**src/rtl/cronometro_param.sv**
```systemverilog
// cronometro_param: parametrised min:sec:centisecond stopwatch.
//
// Four active-low buttons (start/pause/stop/lap) are synchronised, debounced
// and turned into one-cycle events that drive an IDLE/RUN/PAUSED FSM. While
// running, a prescaler produces a centisecond tick every CLK_DIV clocks. Lap
// times go into a NUM_LAPS-deep circular buffer. The registered display shows
// either the live time or a stored lap, as an absolute split or as a delta
// from the previous lap.
//
// Ports:
//   clk, rst             clock, synchronous active-high reset
//   start_n, pause_n,    active-low buttons, asynchronous to clk
//   stop_n, lap_n
//   mode                 0 = absolute split, 1 = lap-to-lap delta
//   show_lap             0 = live time, 1 = lap entry rd_idx
//   rd_idx               lap index, 0 = oldest stored entry
//   cent_seg/seg/minutes displayed time (registered)
//   running              FSM is in RUN (registered)
//   lap_count, lap_full  number of valid lap entries, buffer full
//   overflow             sticky, time saturated at MIN_MAX:59.99
module cronometro_param #(
    parameter int CLK_DIV      = 1,
    parameter int NUM_LAPS     = 8,
    parameter int MIN_W        = 7,
    parameter int MIN_MAX      = 99,
    parameter int DEBOUNCE_CYC = 4,
    parameter int WRAP         = 0
) (
    input  logic                          clk,
    input  logic                          rst,
    input  logic                          start_n,
    input  logic                          pause_n,
    input  logic                          stop_n,
    input  logic                          lap_n,
    input  logic                          mode,
    input  logic                          show_lap,
    input  logic [$clog2(NUM_LAPS)-1:0]   rd_idx,
    output logic [6:0]                    cent_seg,
    output logic [5:0]                    seg,
    output logic [MIN_W-1:0]              minutes,
    output logic                          running,
    output logic [$clog2(NUM_LAPS+1)-1:0] lap_count,
    output logic                          lap_full,
    output logic                          overflow
);

    localparam int IDX_W = $clog2(NUM_LAPS);
    localparam int CNT_W = $clog2(NUM_LAPS + 1);
    localparam int PS_W  = (CLK_DIV > 1) ? $clog2(CLK_DIV) : 1;
    localparam int DB_W  = $clog2(DEBOUNCE_CYC + 1);

    typedef struct packed {
        logic [MIN_W-1:0] mn;
        logic [5:0]       sc;
        logic [6:0]       cs;
    } tm_t;

    typedef enum logic [1:0] {
        IDLE   = 2'd0,
        RUN    = 2'd1,
        PAUSED = 2'd2
    } state_t;

    state_t           state, state_nx;
    logic [PS_W-1:0]  presc;
    tm_t              tm;
    tm_t              lap_mem [NUM_LAPS];
    tm_t              base;
    logic [IDX_W-1:0] wr_ptr, old_ptr;
    logic [CNT_W-1:0] lap_cnt;
    logic             ovf;

    logic [3:0]       btn_p0, btn_p1, deb, ev;
    logic [DB_W-1:0]  db_cnt [4];

    logic start_ev, pause_ev, stop_ev, lap_ev;
    logic tick, lap_store, full;

    tm_t disp_d, disp_p1;
    logic running_p1;

    // ---------------------------------------------------------------------
    // Helper functions
    // ---------------------------------------------------------------------
    function automatic logic [IDX_W-1:0] idx_add(input logic [IDX_W-1:0] a,
                                                 input logic [IDX_W-1:0] b);
        logic [IDX_W:0] s;
        s = {1'b0, a} + {1'b0, b};
        if (s >= (IDX_W+1)'(NUM_LAPS))
            s = s - (IDX_W+1)'(NUM_LAPS);
        return s[IDX_W-1:0];
    endfunction

    function automatic logic tm_at_max(input tm_t t);
        return (t.mn == MIN_W'(MIN_MAX)) && (t.sc == 6'd59) && (t.cs == 7'd99);
    endfunction

    function automatic tm_t tm_inc(input tm_t t);
        tm_t r;
        r = t;
        if (t.cs == 7'd99) begin
            r.cs = 7'd0;
            if (t.sc == 6'd59) begin
                r.sc = 6'd0;
                r.mn = t.mn + 1'b1;
            end else begin
                r.sc = t.sc + 1'b1;
            end
        end else begin
            r.cs = t.cs + 1'b1;
        end
        return r;
    endfunction

    // Mixed-radix a - b with borrow; callers guarantee a >= b.
    function automatic tm_t tm_sub(input tm_t a, input tm_t b);
        logic signed [8:0]       dc;
        logic signed [7:0]       ds;
        logic signed [MIN_W+1:0] dm;
        logic signed [MIN_W+1:0] one_m;
        tm_t r;
        one_m = (MIN_W+2)'(1);
        dc = $signed({2'b00, a.cs}) - $signed({2'b00, b.cs});
        ds = $signed({2'b00, a.sc}) - $signed({2'b00, b.sc});
        dm = $signed({2'b00, a.mn}) - $signed({2'b00, b.mn});
        if (dc < 0) begin
            dc = dc + 9'sd100;
            ds = ds - 8'sd1;
        end
        if (ds < 0) begin
            ds = ds + 8'sd60;
            dm = dm - one_m;
        end
        r.cs = dc[6:0];
        r.sc = ds[5:0];
        r.mn = dm[MIN_W-1:0];
        return r;
    endfunction

    // ---------------------------------------------------------------------
    // Stage p0/p1: two-flop synchroniser, then debounce and event extraction
    // ---------------------------------------------------------------------
    always_ff @(posedge clk) begin
        if (rst) begin
            btn_p0 <= '1;
            btn_p1 <= '1;
            deb    <= '1;
            ev     <= '0;
            for (int i = 0; i < 4; i++) db_cnt[i] <= '0;
        end else begin
            btn_p0 <= {lap_n, stop_n, pause_n, start_n};
            btn_p1 <= btn_p0;
            for (int i = 0; i < 4; i++) begin
                ev[i] <= 1'b0;
                if (btn_p1[i] != deb[i]) begin
                    if (db_cnt[i] == DB_W'(DEBOUNCE_CYC - 1)) begin
                        deb[i]    <= btn_p1[i];
                        db_cnt[i] <= '0;
                        ev[i]     <= ~btn_p1[i];
                    end else begin
                        db_cnt[i] <= db_cnt[i] + 1'b1;
                    end
                end else begin
                    db_cnt[i] <= '0;
                end
            end
        end
    end

    assign start_ev = ev[0];
    assign pause_ev = ev[1];
    assign stop_ev  = ev[2];
    assign lap_ev   = ev[3];

    // ---------------------------------------------------------------------
    // Control FSM
    // ---------------------------------------------------------------------
    always_ff @(posedge clk) begin
        if (rst) state <= IDLE;
        else     state <= state_nx;
    end

    always_comb begin
        state_nx = state;
        if (stop_ev) begin
            state_nx = IDLE;
        end else begin
            case (state)
                IDLE:    if (start_ev && !pause_ev) state_nx = RUN;
                RUN:     if (pause_ev)              state_nx = PAUSED;
                PAUSED:  if (start_ev && !pause_ev) state_nx = RUN;
                default:                            state_nx = IDLE;
            endcase
        end
    end

    // ---------------------------------------------------------------------
    // Timekeeping and lap buffer
    // ---------------------------------------------------------------------
    assign tick      = (state == RUN) && (presc == PS_W'(CLK_DIV - 1));
    assign full      = (lap_cnt == CNT_W'(NUM_LAPS));
    assign lap_store = lap_ev && !stop_ev && (state != IDLE);

    always_ff @(posedge clk) begin
        if (rst || stop_ev) begin
            presc   <= '0;
            tm      <= '0;
            ovf     <= 1'b0;
            base    <= '0;
            wr_ptr  <= '0;
            old_ptr <= '0;
            lap_cnt <= '0;
            for (int i = 0; i < NUM_LAPS; i++) lap_mem[i] <= '0;
        end else begin
            if (state == RUN)
                presc <= tick ? '0 : presc + 1'b1;
            else if (state == IDLE)
                presc <= '0;

            if (tick) begin
                if (tm_at_max(tm)) ovf <= 1'b1;
                else               tm  <= tm_inc(tm);
            end

            // The stored value is the pre-tick time because of NBA ordering.
            if (lap_store) begin
                if (!full) begin
                    lap_mem[wr_ptr] <= tm;
                    wr_ptr          <= idx_add(wr_ptr, IDX_W'(1));
                    lap_cnt         <= lap_cnt + 1'b1;
                end else if (WRAP != 0) begin
                    // When full, wr_ptr points at the oldest entry.
                    base            <= lap_mem[wr_ptr];
                    lap_mem[wr_ptr] <= tm;
                    wr_ptr          <= idx_add(wr_ptr, IDX_W'(1));
                    old_ptr         <= idx_add(old_ptr, IDX_W'(1));
                end
            end
        end
    end

    // ---------------------------------------------------------------------
    // Stage p1: registered display selection
    // ---------------------------------------------------------------------
    always_comb begin
        tm_t cur, prv;
        disp_d = tm;
        cur    = lap_mem[idx_add(old_ptr, rd_idx)];
        prv    = base;
        if (rd_idx != '0)
            prv = lap_mem[idx_add(old_ptr, rd_idx - 1'b1)];
        if (show_lap) begin
            if (CNT_W'(rd_idx) >= lap_cnt) disp_d = '0;
            else if (!mode)                disp_d = cur;
            else                           disp_d = tm_sub(cur, prv);
        end
    end

    always_ff @(posedge clk) begin
        if (rst) begin
            disp_p1    <= '0;
            running_p1 <= 1'b0;
        end else begin
            disp_p1    <= disp_d;
            running_p1 <= (state == RUN);
        end
    end

    assign cent_seg  = disp_p1.cs;
    assign seg       = disp_p1.sc;
    assign minutes   = disp_p1.mn;
    assign running   = running_p1;
    assign lap_count = lap_cnt;
    assign lap_full  = full;
    assign overflow  = ovf;

endmodule

```
**config.mk**
```make
export PLATFORM = sky130hd
export DESIGN_NAME = cronometro_param
export DESIGN_NICKNAME = d
export VERILOG_FILES = /design/src/rtl/cronometro_param.sv
export SDC_FILE = /design/constraint.sdc
export NUM_CORES = 1
export LEC_CHECK = 0
export BUFFER_PORTS_ARGS = -buffer_cell sky130_fd_sc_hd__buf_4
export CAP_MARGIN = 40
export CORE_AREA = 5 5 201 203
export DETAILED_ROUTE_END_ITERATION = 10
export DIE_AREA = 0 0 206 208
export PLACE_DENSITY_LB_ADDON = 0.15
export SYNTH_ARGS = -nofsm -noshare
export SYNTH_HDL_FRONTEND = slang
export SYNTH_SLANG_ARGS = --single-unit
```
**constraint.sdc**
```tcl
create_clock -name clk -period 8.85 [get_ports clk]
set_input_delay 1.3275 -clock clk [delete_from_list [all_inputs] [get_ports clk]]
set_output_delay 1.3275 -clock clk [all_outputs]
set_load 0.05 [all_outputs]
```
# == Word-level counts from Yosys, hierarchy flattened ==
# Memories as Yosys holds them, arrays and structs flattened.
# Index checks and enable logic that the tools add are counted.
# totals
regBits,68
mem_bits_rw,172
inputBits,11
output_inout_bits,27
wordCells,214
memories,2
# memory_table
name,depth,width,read_ports,rd_clocked_by_memory_dff,write_ports,line,text
lap_mem,8,20,2,0,8,67,tm_t lap_mem [NUM_LAPS];
db_cnt,4,3,4,0,4,74,logic [DB_W-1:0] db_cnt [4];
# classes
n_addsub,21
order_cmp,6
eq_ne,16
muxes,90
bitwise_logic,27
n_reduce_logical,30
# op_table
operator,count
two-way mux 20 bit,5
two-way mux 1 bit,56
two-way mux 3 bit,17
two-way mux 8 bit,4
two-way mux 7 bit,3
OR reduction 20 bit,1
< comparator 8 x 1 -> 1 bit (second input constant),2
AND reduction 2 bit,8
NOT 1 bit,15
adder 7 x 1 -> 7 bit (second input constant),2
== test 7 bit (second input constant),2
adder 3 x 1 -> 3 bit (second input constant),4
== test 3 x 2 -> 1 bit (second input constant),4
two-way mux 6 bit,2
bitwise OR 1 bit,12
OR reduction 3 bit,4
subtractor 3 x 1 -> 3 bit (second input constant),4
>= comparator 3 x 4 -> 1 bit (second input constant),2
subtractor 7 x 2 -> 8 bit (second input constant),1
subtractor 7 x 7 -> 8 bit,1
adder 7 x 6 -> 7 bit (second input constant),1
subtractor 6 x 6 -> 7 bit,1
subtractor 7 x 2 -> 7 bit (second input constant),1
subtractor 7 bit,1
25 further kinds,37

# == Depth between registers and ports, before layout ==
# Gate-level depths: netlist of run 1.
# An unclocked memory read counts as a cell.
# logic_depth
depth_word,17
ltp_mapped,21
mapped_depth_nobuf,15

# == Worst setup path after synthesis of run 1 ==
# No wires, ideal clock.
# synth_path
path_type,input -> register
from,in rd_idx[0]
to,reg disp_p1 (netlist bit minutes[1])
setup_time_ns,0.069
arrival_time_ns,6.063
t_required_ns,8.781
slack_ns,2.718
cell_stages,19
path_buffers,6
cell_sequence,buf_2 > clkbuf_1 > buf_2 > inv_1 > ha_1 > buf_1 > buf_1 > mux4_2 > mux2_2 > nand2_1 > ha_1 > buf_6 > and3b_4 > nor4b_1 > a311oi_2 > a2111oi_4 > or2_2 > mux2_2 > o21ai_2
# synth_via
elab_chain_cells,17
word_cells_on_any_way,27
cone_classes,add/sub (8); order compare (5); mux (12); reduce/logical (1); memory (1)
# synth_lines
item,line,text
from (decl),37,"input logic [$clog2(NUM_LAPS)-1:0] rd_idx,"
subtractor 3 x 1 -> 3 bit,251,"prv = lap_mem[idx_add(old_ptr, rd_idx - 1'b1)];"
>= comparator 3 x 4 -> 1 bit or subtractor 3 x 1 -> 3 bit (tied branches),"89, 90",
two-way mux 3 bit,89,if (s >= (IDX_W+1)'(NUM_LAPS))
two-way mux 3 bit,250,if (rd_idx != '0)
memory (8 x 20 bit),n/a,
two-way mux 20 bit,250,
subtractor 7 x 7 -> 8 bit or subtractor 6 x 6 -> 7 bit (tied branches),"123, 124",
< comparator 8 x 1 -> 1 bit or subtractor 7 x 2 -> 8 bit (tied branches),"126, 128",
two-way mux 8 bit,126,if (dc < 0) begin
two-way mux 8 bit,254,else if (!mode) disp_d = cur;
two-way mux 8 bit,253,if (CNT_W'(rd_idx) >= lap_cnt) disp_d = '0;
two-way mux 8 bit,252,if (show_lap) begin
< comparator 8 x 1 -> 1 bit,130,if (ds < 0) begin
two-way mux 7 bit,130,
two-way mux 20 bit,254,
two-way mux 20 bit (*),253,
two-way mux 20 bit (*),252,
to (signal assigned),264,disp_p1 <= disp_d;
to (decl),79,"tm_t disp_d, disp_p1;"
# Mark *: on every way between the ends. The rest lies on a longest branch, timed or not. The select of a mux whose other input is x is not followed.
# A chain may end at the register's enable or synchronous reset.

# == Worst setup path after layout of run 1 ==
# layout_path
from,in rd_idx[1]
to,reg disp_p1 (netlist bit minutes[1])
# The elaborated chain is that of the path after synthesis.

==> results.json, run 1 <==
{
  "gp_congestion": 0.810,
  "p_sw_share_pct": 26.7,
  "status": "completed",
  "power.share.combinational_pct": 18.7,
  "synth_simple_gate_area_share_pct": 16.6,
  "cts_sinks": 240,
  "cts.hold.buffers_added": 0,
  "post-route-drc-count": 0,
  "fp.dieArea_um2": 42800,
  "synth_top_family_by_area": "multiplexers",
  "finalSetupTns_ps": 0,
  "areaGrowthSynthToFinish_pct": 14.3,
  "max_slew_vio_count": 0,
  "slew_headroom_pct": 44.4,
  "largest_net_degree_at_the_start_of_global_routing": 41,
  "synthArstFlopShare_pct": 0,
  "ys_types": 70,
  "root_buffer": "clkbuf_16",
  "yosysTopAreaCellShare_pct": 39.0,
  "synthMuxAreaShare_pct": 17.6,
  "floorplan.initialDensity_pct": 34.6,
  "endpoint_kind": "flop",
  "post-route-period-util_pct": 66.0,
  "synth_cells": 1067,
  "vdd_drop_max_v": 0.000141,
  "unrepaired_setup_endpoints_after_global_routing": "false",
  "setup.worst_path.class": "input port to flop",
  "ys_seq_elements": 240,
  "number_of_global_route_vias_before_repair": 8608,
  "syn-mean-instance-area_um2": 12.4,
  "register_area_um2": 6530,
  "finClkSkew_ps": 22.4,
  "globalRouteTotalUtil_pct": 16.4,
  "startpoint_type": "input port",
  "n_diodes": 0,
  "post-cts-setup-buffer-count": 0,
  "timing.critical_path.arrival_ps": 6310,
  "dieWidth_um": 206,
  "power_per_standard_cell_area_nw_per_um2": 197,
  "grt_remaining_overflow": 0,
  "chipHeight_um": 208,
  "p_clk_share_pct": 39.2,
  "max_slew.worst_pin.slew_ps": 834,
  "core-area_um2": 38300,
  "post_cts.resized_instances": 0,
  "timing.final.crit_period_ps": 5840,
  "clk-insertion-delay-late_ps": 550,
  "multi_input_area_um2": 6390,
  "grt_first_pass_wirelength_um": 53900,
  "routed-via-count": 8425,
  "core.rowCount": 72,
  "antenna_found_initial": 1,
  "synth-xor-area-share_pct": 3.24,
  "htreeDepth": 1,
  "synth_top_area_cell": "edfxtp_1",
  "yosysSeqAreaShare_pct": 49.3,
  "cts-buffers-inserted": 28,
  "intPower_uw": 2180,
  "place.port_buffers": 37,
  "boundaryPins": 38,
  "final_nets": 1148,
  "max_clock_freq_mhz": 171,
  "drtIter0Drc": 534,
  "synth_top_cells_by_area": "edfxtp_1 (39%), mux4_2 (14%), dfxtp_1 (10%), and2_1 (7.8%), ha_1 (4.1%)",
  "area_fraction_in_compound_gates_after_synthesis_pct": 5.72,
  "detailedPlacementHpwl_um": 22800,
  "path_clk_slew_ps": 60,
  "synth_enable_flop_cells": 172,
  "finalHoldViolations": 0,
  "yosys.area_share.adder_pct": 4.37,
  "tritoncts": "done",
  "post_route_cells_drive_above_1_share_pct": 22.9,
  "mappedNetlistArea_um2": 13200,
  "ys_dominant_reg_cell": "edfxtp_1",
  "power.sequential.fraction_pct": 42.1,
  "route.detailed.vias_per_inst": 5.16,
  "detail_route.wirelength_um": 35200,
  "fin_hold_ws_ps": 408,
  "drtAntennaViolNets": 0,
  "route.detailed.wl_per_inst_um": 21.6,
  "n_fill_cell": 3656,
  "required_time_at_the_endpoint_of_the_critical_path_ps": 9320,
  "critPathMaxFanout": 40,
  "timing.final.setup_violations": 0,
  "synth-warning-count": 0,
  "power_switching_uw": 796,
  "drt_first_pass_iters": 7,
  "power_leakage_uw": 0.00564,
  "drv.max_cap_violation_count": 0,
  "hp-class": "flop to flop",
  "clock_tree.buffer_depth": 3
}
[power groups by stage]
stage / Clock [uW] / Combinational [uW] / Sequential [uW]
2_1_floorplan: 0 / 405 / 1290
3_3_place_gp: 0 / 550 / 1280
3_5_place_dp: 0 / 555 / 1280
4_1_cts: 1210 / 559 / 1260
5_1_grt: 1260 / 610 / 1260
6_report: 1170 / 556 / 1260
[critical path, stage by stage]
cell and delay (ps):
buf_4 580, inv_1 200, ha_2 690, buf_4 470, mux4_2 360, mux2_2 270
nand2_1 60, ha_1 320, and3b_4 240, nor4b_1 370, a311oi_2 110, a2111oi_4 580
or2_2 260, mux2_2 350, o21ai_2 100
[logic make-up (layout without fill, tap and decap cells)]
| logic type | count (synthesis) | after routing |
|---|---|---|
| compound gates | 108 | 108 |
| simple gates | 393 | 393 |
| buf+inv | 103 | 139 |
| fa+ha+maj | 45 | 45 |
| mux | 128 | 128 |
| other cells | 1 | 12 |
| flops | 240 | 240 |
| xor+xnor | 49 | 49 |
[final cells by class]
cell class,count,area share [%]
sequential,240,43.1
multi-input combinational,735,42.3
clock buffer,42,5.51
tap,518,4.28
timing repair buffer,61,3.42
clock inverter,10,0.736
inverter,26,0.645
[flip-flops by register name, indices dropped and copies added, names as in the netlist, 2 cells and up]
register	flops
btn_p0	4
btn_p1	4
cent_seg	7
db_cnt	12
deb	4
ev	4
lap_count	4
lap_mem	160
minutes	7
seg	6
state	2
tm	20
wr_ptr	3
[placed cells by master, fill, tap and decap left out, types with 28 or more instances in the layout]
master     synthesis  final
edfxtp_1         172    172
and2_1           165    165
nor2_1            86     85
mux4_2            80     80
dfxtp_1           68     68
buf_4              1     57
ha_1              43     42
nand2_1           41     41
mux2_2            33     33
clkbuf_16          0     28
[Yosys cell counts, types with 10 or more instances]
library cell,n
and2_1,165
clkbuf_1,60
mux4_2,80
mux2i_1,15
edfxtp_1,172
nand2_1,41
inv_1,25
a22oi_1,10
nor3_1,10
buf_2,10
nor2_1,86
ha_1,43
o21ai_0,25
a21oi_1,21
xnor2_1,27
mux2_2,33
nor2b_1,12
or2_2,10
dfxtp_1,68
nand2b_1,17
xor2_1,22
[per-layer routing]
metal	routed length, um	track usage (%)	share of wire [%]
met5	20	0	0.057
met4	745	3.35	2.1
met3	1950	2.54	5.5
met2	15400	24.9	44
met1	17000	25.0	48
[through the flow]
step	setup slack [ps]	util [%]	total power [uW]	area [um^2]	cells
floorplan	2720	-	1700	13300	1078
global placement	2420	36.8	1830	14100	1575
detailed placement	2410	37.0	1830	14200	1580
CTS	2970	39.5	3020	15100	1632
global route	2620	39.5	3130	15100	1632
finish	3010	39.5	2980	15100	1632
[final timing paths]
kind	startpoint	to	slack [ps]	cells past startpoint
min reg2reg	btn_p0[1]	btn_p1[1]	410	1
max	rd_idx[1]	minutes[1]	3010	15
min	btn_p0[1]	btn_p1[1]	410	1
max reg2reg	lap_count[0]	lap_mem[4][10]	5040	8
(Power assumes the default switching activity.)
==> run 2, diff against run 1 <==
==> constraint.sdc (replaced) <==
create_clock -name clk -period 4.9 [get_ports clk]
set_input_delay 0.735 -clock clk [delete_from_list [all_inputs] [get_ports clk]]
set_output_delay 0.735 -clock clk [all_outputs]
set_load 0.05 [all_outputs]
==> run 2 against run 1 <==
Against the previous run: combinational power up 82%; cell area shrank 0.18%; clock-buffer cell count up 3; core utilization is 0.072 points lower; critical path depth did not move.
==> results.json, run 2 (synthesis results as in run 1) <==
{
  "place.port_buffers": 37,
  "met3RoutedLength_um": 1730,
  "largest_reg_flops": 160,
  "final_nets": 1155,
  "largest_registers": "lap_mem: 160 flops, tm: 20 flops, db_cnt: 12 flops",
  "post_route_cells_drive_above_1_share_pct": 22.4,
  "max_slew.worst_pin.slew_ps": 638,
  "clock_tree.buffer_depth": 3,
  "drtIter0Drc": 681,
  "grt_remaining_overflow": 0,
  "vdd_drop_max_v": 0.000192,
  "path_clk_slew_ps": 60,
  "post-place-cells": 1586,
  "gp_congestion": 0.786,
  "dieWidth_um": 206,
  "setup.worst_path.class": "input port to flop",
  "finalHoldViolations": 0,
  "root_buffer": "clkbuf_16",
  "post_cts.resized_instances": 0,
  "unrepaired_setup_endpoints_after_global_routing": "false",
  "reg2reg_slack_ps": 1250,
  "timing.final.crit_period_ps": 4210,
  "route.detailed.wl_per_inst_um": 22.0,
  "cts-buffers-inserted": 29,
  "globalRouteTotalUtil_pct": 16.9,
  "timing.hold.worst.start": "start_n",
  "detail_route.wirelength_um": 36100,
  "grt_first_pass_wirelength_um": 55000,
  "core-area_um2": 38300,
  "power_per_standard_cell_area_nw_per_um2": 352,
  "critPathMaxFanout": 22,
  "chipHeight_um": 208,
  "route.detailed.vias_per_inst": 5.14,
  "startpoint_type": "input port",
  "worst-r2r-cell-count": 10,
  "antenna_found_initial": 0,
  "regMostFlops": "lap_mem",
  "final_core_area_utilization_pct": 39.4,
  "n_diodes": 0,
  "status": "completed",
  "endpoint_kind": "flop",
  "routed-via-count": 8423,
  "power_leakage_uw": 0.00564,
  "drv.max_cap_violation_count": 0,
  "required_time_at_the_endpoint_of_the_critical_path_ps": 5350,
  "maxUsedRoutingLayer": "met4",
  "final-instance-count-excl-fill": 1638,
  "fp.dieArea_um2": 42800,
  "tritoncts": "done",
  "critical_path_sink": "minutes[6]",
  "largest_net_degree_at_the_start_of_global_routing": 81,
  "met1_length_um": 17300,
  "drtAntennaViolNets": 0,
  "cts_sinks": 240,
  "areaGrowthSynthToFinish_pct": 14.1,
  "layout.cells.most_common_list": "edfxtp_1 (172), and2_1 (165), nor2_1 (86)",
  "post-route-drc-count": 0,
  "regToRegEndpoint": "minutes[6]",
  "slew_headroom_pct": 57.5,
  "htreeDepth": 1,
  "max_slew_vio_count": 0,
  "finClkSkew_ps": 14.2,
  "cts.hold.buffers_added": 0,
  "core.rowCount": 72,
  "drt_first_pass_iters": 4,
  "timing.critical_path.arrival_ps": 4660,
  "detailedPlacementHpwl_um": 22800,
  "worstReg2RegStart": "lap_mem[0][8]",
  "finalSetupTns_ps": 0,
  "post-cts-setup-buffer-count": 0,
  "floorplan.initialDensity_pct": 34.6,
  "hp-class": "input port to flop",
  "timing.final.setup_violations": 0,
  "met2_length_um": 16500,
  "number_of_global_route_vias_before_repair": 8640,
  "critPathLaunch": "rd_idx[0]",
  "max_clock_freq_mhz": 238,
  "boundaryPins": 38,
  "layout_commonest_cell": "edfxtp_1",
  "post-route-period-util_pct": 85.9,
  "n_fill_cell": 3620,
  "clk-insertion-delay-late_ps": 540
}
run 2: worst min path at each step:
stage                endpoint  slack (ps)  cells after the start
floorplan           btn_p1[0]         390                      1
detailed placement  btn_p1[2]         390                      1
CTS                 btn_p0[0]         340                      2
finish              btn_p0[0]         370                      2
global placement    btn_p1[3]         390                      1
global route        btn_p0[0]         360                      2
run 2: worst max-delay path, cell delays in order:
cell,delay (ps)
buf_4,100
inv_1,100
ha_2,530
buf_12,240
mux4_2,310
mux2_2,270
nand2_1,70
ha_1,340
and3b_4,240
nor4b_1,400
a311oi_2,110
a2111oi_4,450
o211ai_1,180
xnor2_1,290
mux2i_1,280
run 2: routing by layer:
metal / vias up / global-route usage (%)
met5: - / 0
met4: 0 / 3.35
met3: 38 / 2.24
met2: 186 / 26.3
met1: 4260 / 25.4
li1: 3939 / -
run 2: layout make-up:
class	count	area, um^2	area share, %
Inverter	26	97.6	0.646
Timing Repair Buffer	67	553	3.66
Multi-Input combinational cell	735	6380	42.2
Clock inverter	7	61.3	0.406
Tap cell	518	648	4.29
Clock buffer	45	836	5.54
Sequential cell	240	6530	43.2
run 2: per-stage QoR:
stage / worst slack, ps / power, uW / instance area [um^2] / hold WS (ps)
5_1_grt: 398 / 5570 / 15100 / 355
3_5_place_dp: 141 / 3320 / 14200 / 394
6_report: 690 / 5310 / 15100 / 374
4_1_cts: 699 / 5380 / 15100 / 342
3_3_place_gp: 150 / 3320 / 14200 / 392
2_1_floorplan: 0.702 / 3070 / 13300 / 389
run 2: where the power goes:
part	switching, uW	internal (uW)
sequential	31.6	2240
combinational	573	437
clock	820	1210
==> run 3, diff against run 2 <==
--- a/config.mk
+++ b/config.mk
@@ -10,6 +10,7 @@
 export CORE_AREA = 5 5 201 203
 export DETAILED_ROUTE_END_ITERATION = 10
 export DIE_AREA = 0 0 206 208
+export GPL_TIMING_DRIVEN = 0
 export PLACE_DENSITY_LB_ADDON = 0.15
 export SYNTH_ARGS = -nofsm -noshare
 export SYNTH_HDL_FRONTEND = slang
==> run 3 against run 2 <==
Against the previous run: power up 2.6%; sequential share of layout area down 1.1 points; clock-buffer cell count down 10; flip-flop and latch count unchanged; clock power up 3%; via count up 3.1%; core utilization up 1.0 points; register-to-register slack worse by 20 ps; fmax down 9.8%; combinational power up 7%; die area unchanged; highest routed layer unchanged.
==> results.json, run 3 (synthesis results as in run 1) <==
{
  "status": "completed",
  "drv.max_cap_violation_count": 0,
  "core-area_um2": 38300,
  "route.detailed.wl_per_inst_um": 22.0,
  "final_nets": 1209,
  "n_fill_cell": 3599,
  "largest_net_degree_at_the_start_of_global_routing": 21,
  "layout_commonest_cell": "edfxtp_1",
  "grt_most_used_layer": "met2",
  "endpoint_kind": "flop",
  "dpl_cell_area_um2": 14500,
  "detailedPlacementHpwl_um": 26800,
  "number_of_global_route_vias_before_repair": 8773,
  "route.detailed.vias_per_inst": 5.12,
  "grt_use_met1_pct": 25.2,
  "areaGrowthSynthToFinish_pct": 17.2,
  "slew_headroom_pct": 43.7,
  "grt_first_pass_wirelength_um": 55800,
  "max_clock_freq_mhz": 214,
  "timing.hold.worst.start": "stop_n",
  "globalRouteTotalUtil_pct": 17.4,
  "setup.worst_path.class": "input port to flop",
  "boundaryPins": 38,
  "htreeDepth": 1,
  "power_per_standard_cell_area_nw_per_um2": 352,
  "post-place-cells": 1642,
  "fp.dieArea_um2": 42800,
  "routed-via-count": 8684,
  "cts.hold.buffers_added": 0,
  "largest_reg_flops": 160,
  "antenna_found_initial": 4,
  "fin_hold_ws_ps": 349,
  "final-instance-count-excl-fill": 1695,
  "floorplan.initialDensity_pct": 34.6,
  "critPathLaunch": "rd_idx[0]",
  "dieWidth_um": 206,
  "power_leakage_uw": 0.00575,
  "drtIter0Drc": 616,
  "tritoncts": "done",
  "startpoint_type": "input port",
  "post-route-drc-count": 0,
  "timing.final.crit_period_ps": 4670,
  "required_time_at_the_endpoint_of_the_critical_path_ps": 5350,
  "unrepaired_setup_endpoints_after_global_routing": "false",
  "timing.critical_path.arrival_ps": 5120,
  "hp-class": "input port to flop",
  "drtAntennaViolNets": 0,
  "clock_tree.buffer_depth": 3,
  "post_route_cells_drive_above_1_share_pct": 22.3,
  "cts-buffers-inserted": 29,
  "gp_congestion": 0.836,
  "detail_route.wirelength_um": 37200,
  "critPathMaxFanout": 19,
  "chipHeight_um": 208,
  "core.rowCount": 72,
  "grt_remaining_overflow": 0,
  "worstReg2RegStart": "lap_mem[0][7]",
  "post-layout-total-power_uw": 5450,
  "root_buffer": "clkbuf_16",
  "clk-insertion-delay-late_ps": 570,
  "max_slew_vio_count": 0,
  "final_cell_area_um2": 15500,
  "regMostFlops": "lap_mem",
  "gr-usage-met2_pct": 28.1,
  "place.port_buffers": 35,
  "largest_registers": "lap_mem: 160 flops, tm: 20 flops, db_cnt: 12 flops",
  "finClkSkew_ps": 23.5,
  "vdd_drop_max_v": 0.000248,
  "cts_sinks": 240,
  "finalHoldViolations": 0,
  "drt_first_pass_iters": 5,
  "max_slew.worst_pin.slew_ps": 845,
  "post-route-period-util_pct": 95.3,
  "reg2reg_slack_ps": 1230,
  "layout.cells.most_common_list": "edfxtp_1 (172), and2_1 (164), nor2_1 (86)",
  "grtUsageMet3_pct": 2.90,
  "path_clk_slew_ps": 60,
  "timing.final.setup_violations": 0
}
[run 3: changes by cell type in the layout (fill, tap and decap cells not counted), moves of 3 or more]
cell and delta:
clkbuf_1 +44, buf_4 -23, buf_6 +10, clkinv_2 +7, buf_16 +6, buf_2 +6
o21ai_2 -6, o21ai_4 +6, buf_12 -4, clkbuf_8 -4, clkinvlp_4 +4, clkbuf_2 +3
[run 3: power breakdown]
group / total [uW] / internal (uW) / leakage [uW] / switching (uW)
logic: 1080 / 459 / 0.00296 / 622
clock network: 2100 / 1220 / 0.000461 / 883
registers: 2270 / 2240 / 0.00233 / 30.0
total: 5450 / 3920 / 0.00575 / 1530
[run 3: layout make-up]
type / instances / area, um^2 / share of cell area [%]
Sequential cell: 240 / 6530 / 42.1
Multi-Input combinational cell: 735 / 6430 / 41.5
Clock buffer: 35 / 801 / 5.17
Tap cell: 518 / 648 / 4.18
Timing Repair Buffer: 48 / 499 / 3.22
Buffer: 73 / 357 / 2.30
Clock inverter: 19 / 141 / 0.912
Inverter: 26 / 97.6 / 0.630
Antenna cell: 1 / 2.50 / 0.0161
[run 3: worst paths after layout]
| kind | cells past startpoint | endpoint |
|---|---|---|
| setup / recovery | 19 | minutes[1] |
| hold / removal | 2 | btn_p0[2] |
| setup reg to reg | 11 | minutes[1] |
| hold reg to reg | 1 | btn_p1[0] |
[run 3: through the flow]
stage / util, % / setup slack [ps] / setup TNS (ps)
3_5_place_dp: 37.8 / -1860 / -27010
6_report: 40.5 / 232 / 0
4_1_cts: 40.5 / 20.2 / 0
2_1_floorplan: - / 0.702 / 0
5_1_grt: 40.5 / 0.434 / 0
3_3_place_gp: 37.1 / -1860 / -111350
[run 3: timing repair]
action / CTS / global route
setup endpoints to repair: 18 / 9
pin swaps: 1 / 1
buffers inserted: 2 / 0
cloned: 0 / 0
gates resized for setup: 16 / 13
[run 3: routing by layer]
metal / vias up / wire length (um)
li1: 4065 / -
met1: 4339 / 17100
met2: 245 / 17300
met3: 35 / 2180
met4: 0 / 625
met5: - / 0
[run 3: critical path, cell delays in order]
cell and delay [ps]:
buf_4 220, buf_8 260, inv_1 160, ha_2 410
buf_8 200, buf_6 190, mux4_2 320, mux2_2 270
nand2_1 70, ha_1 240, buf_6 140, a21o_1 210
o211a_1 220, a311oi_2 360, a2111oi_4 50, buf_4 200
or2_2 340, mux2_2 300, o21ai_2 210
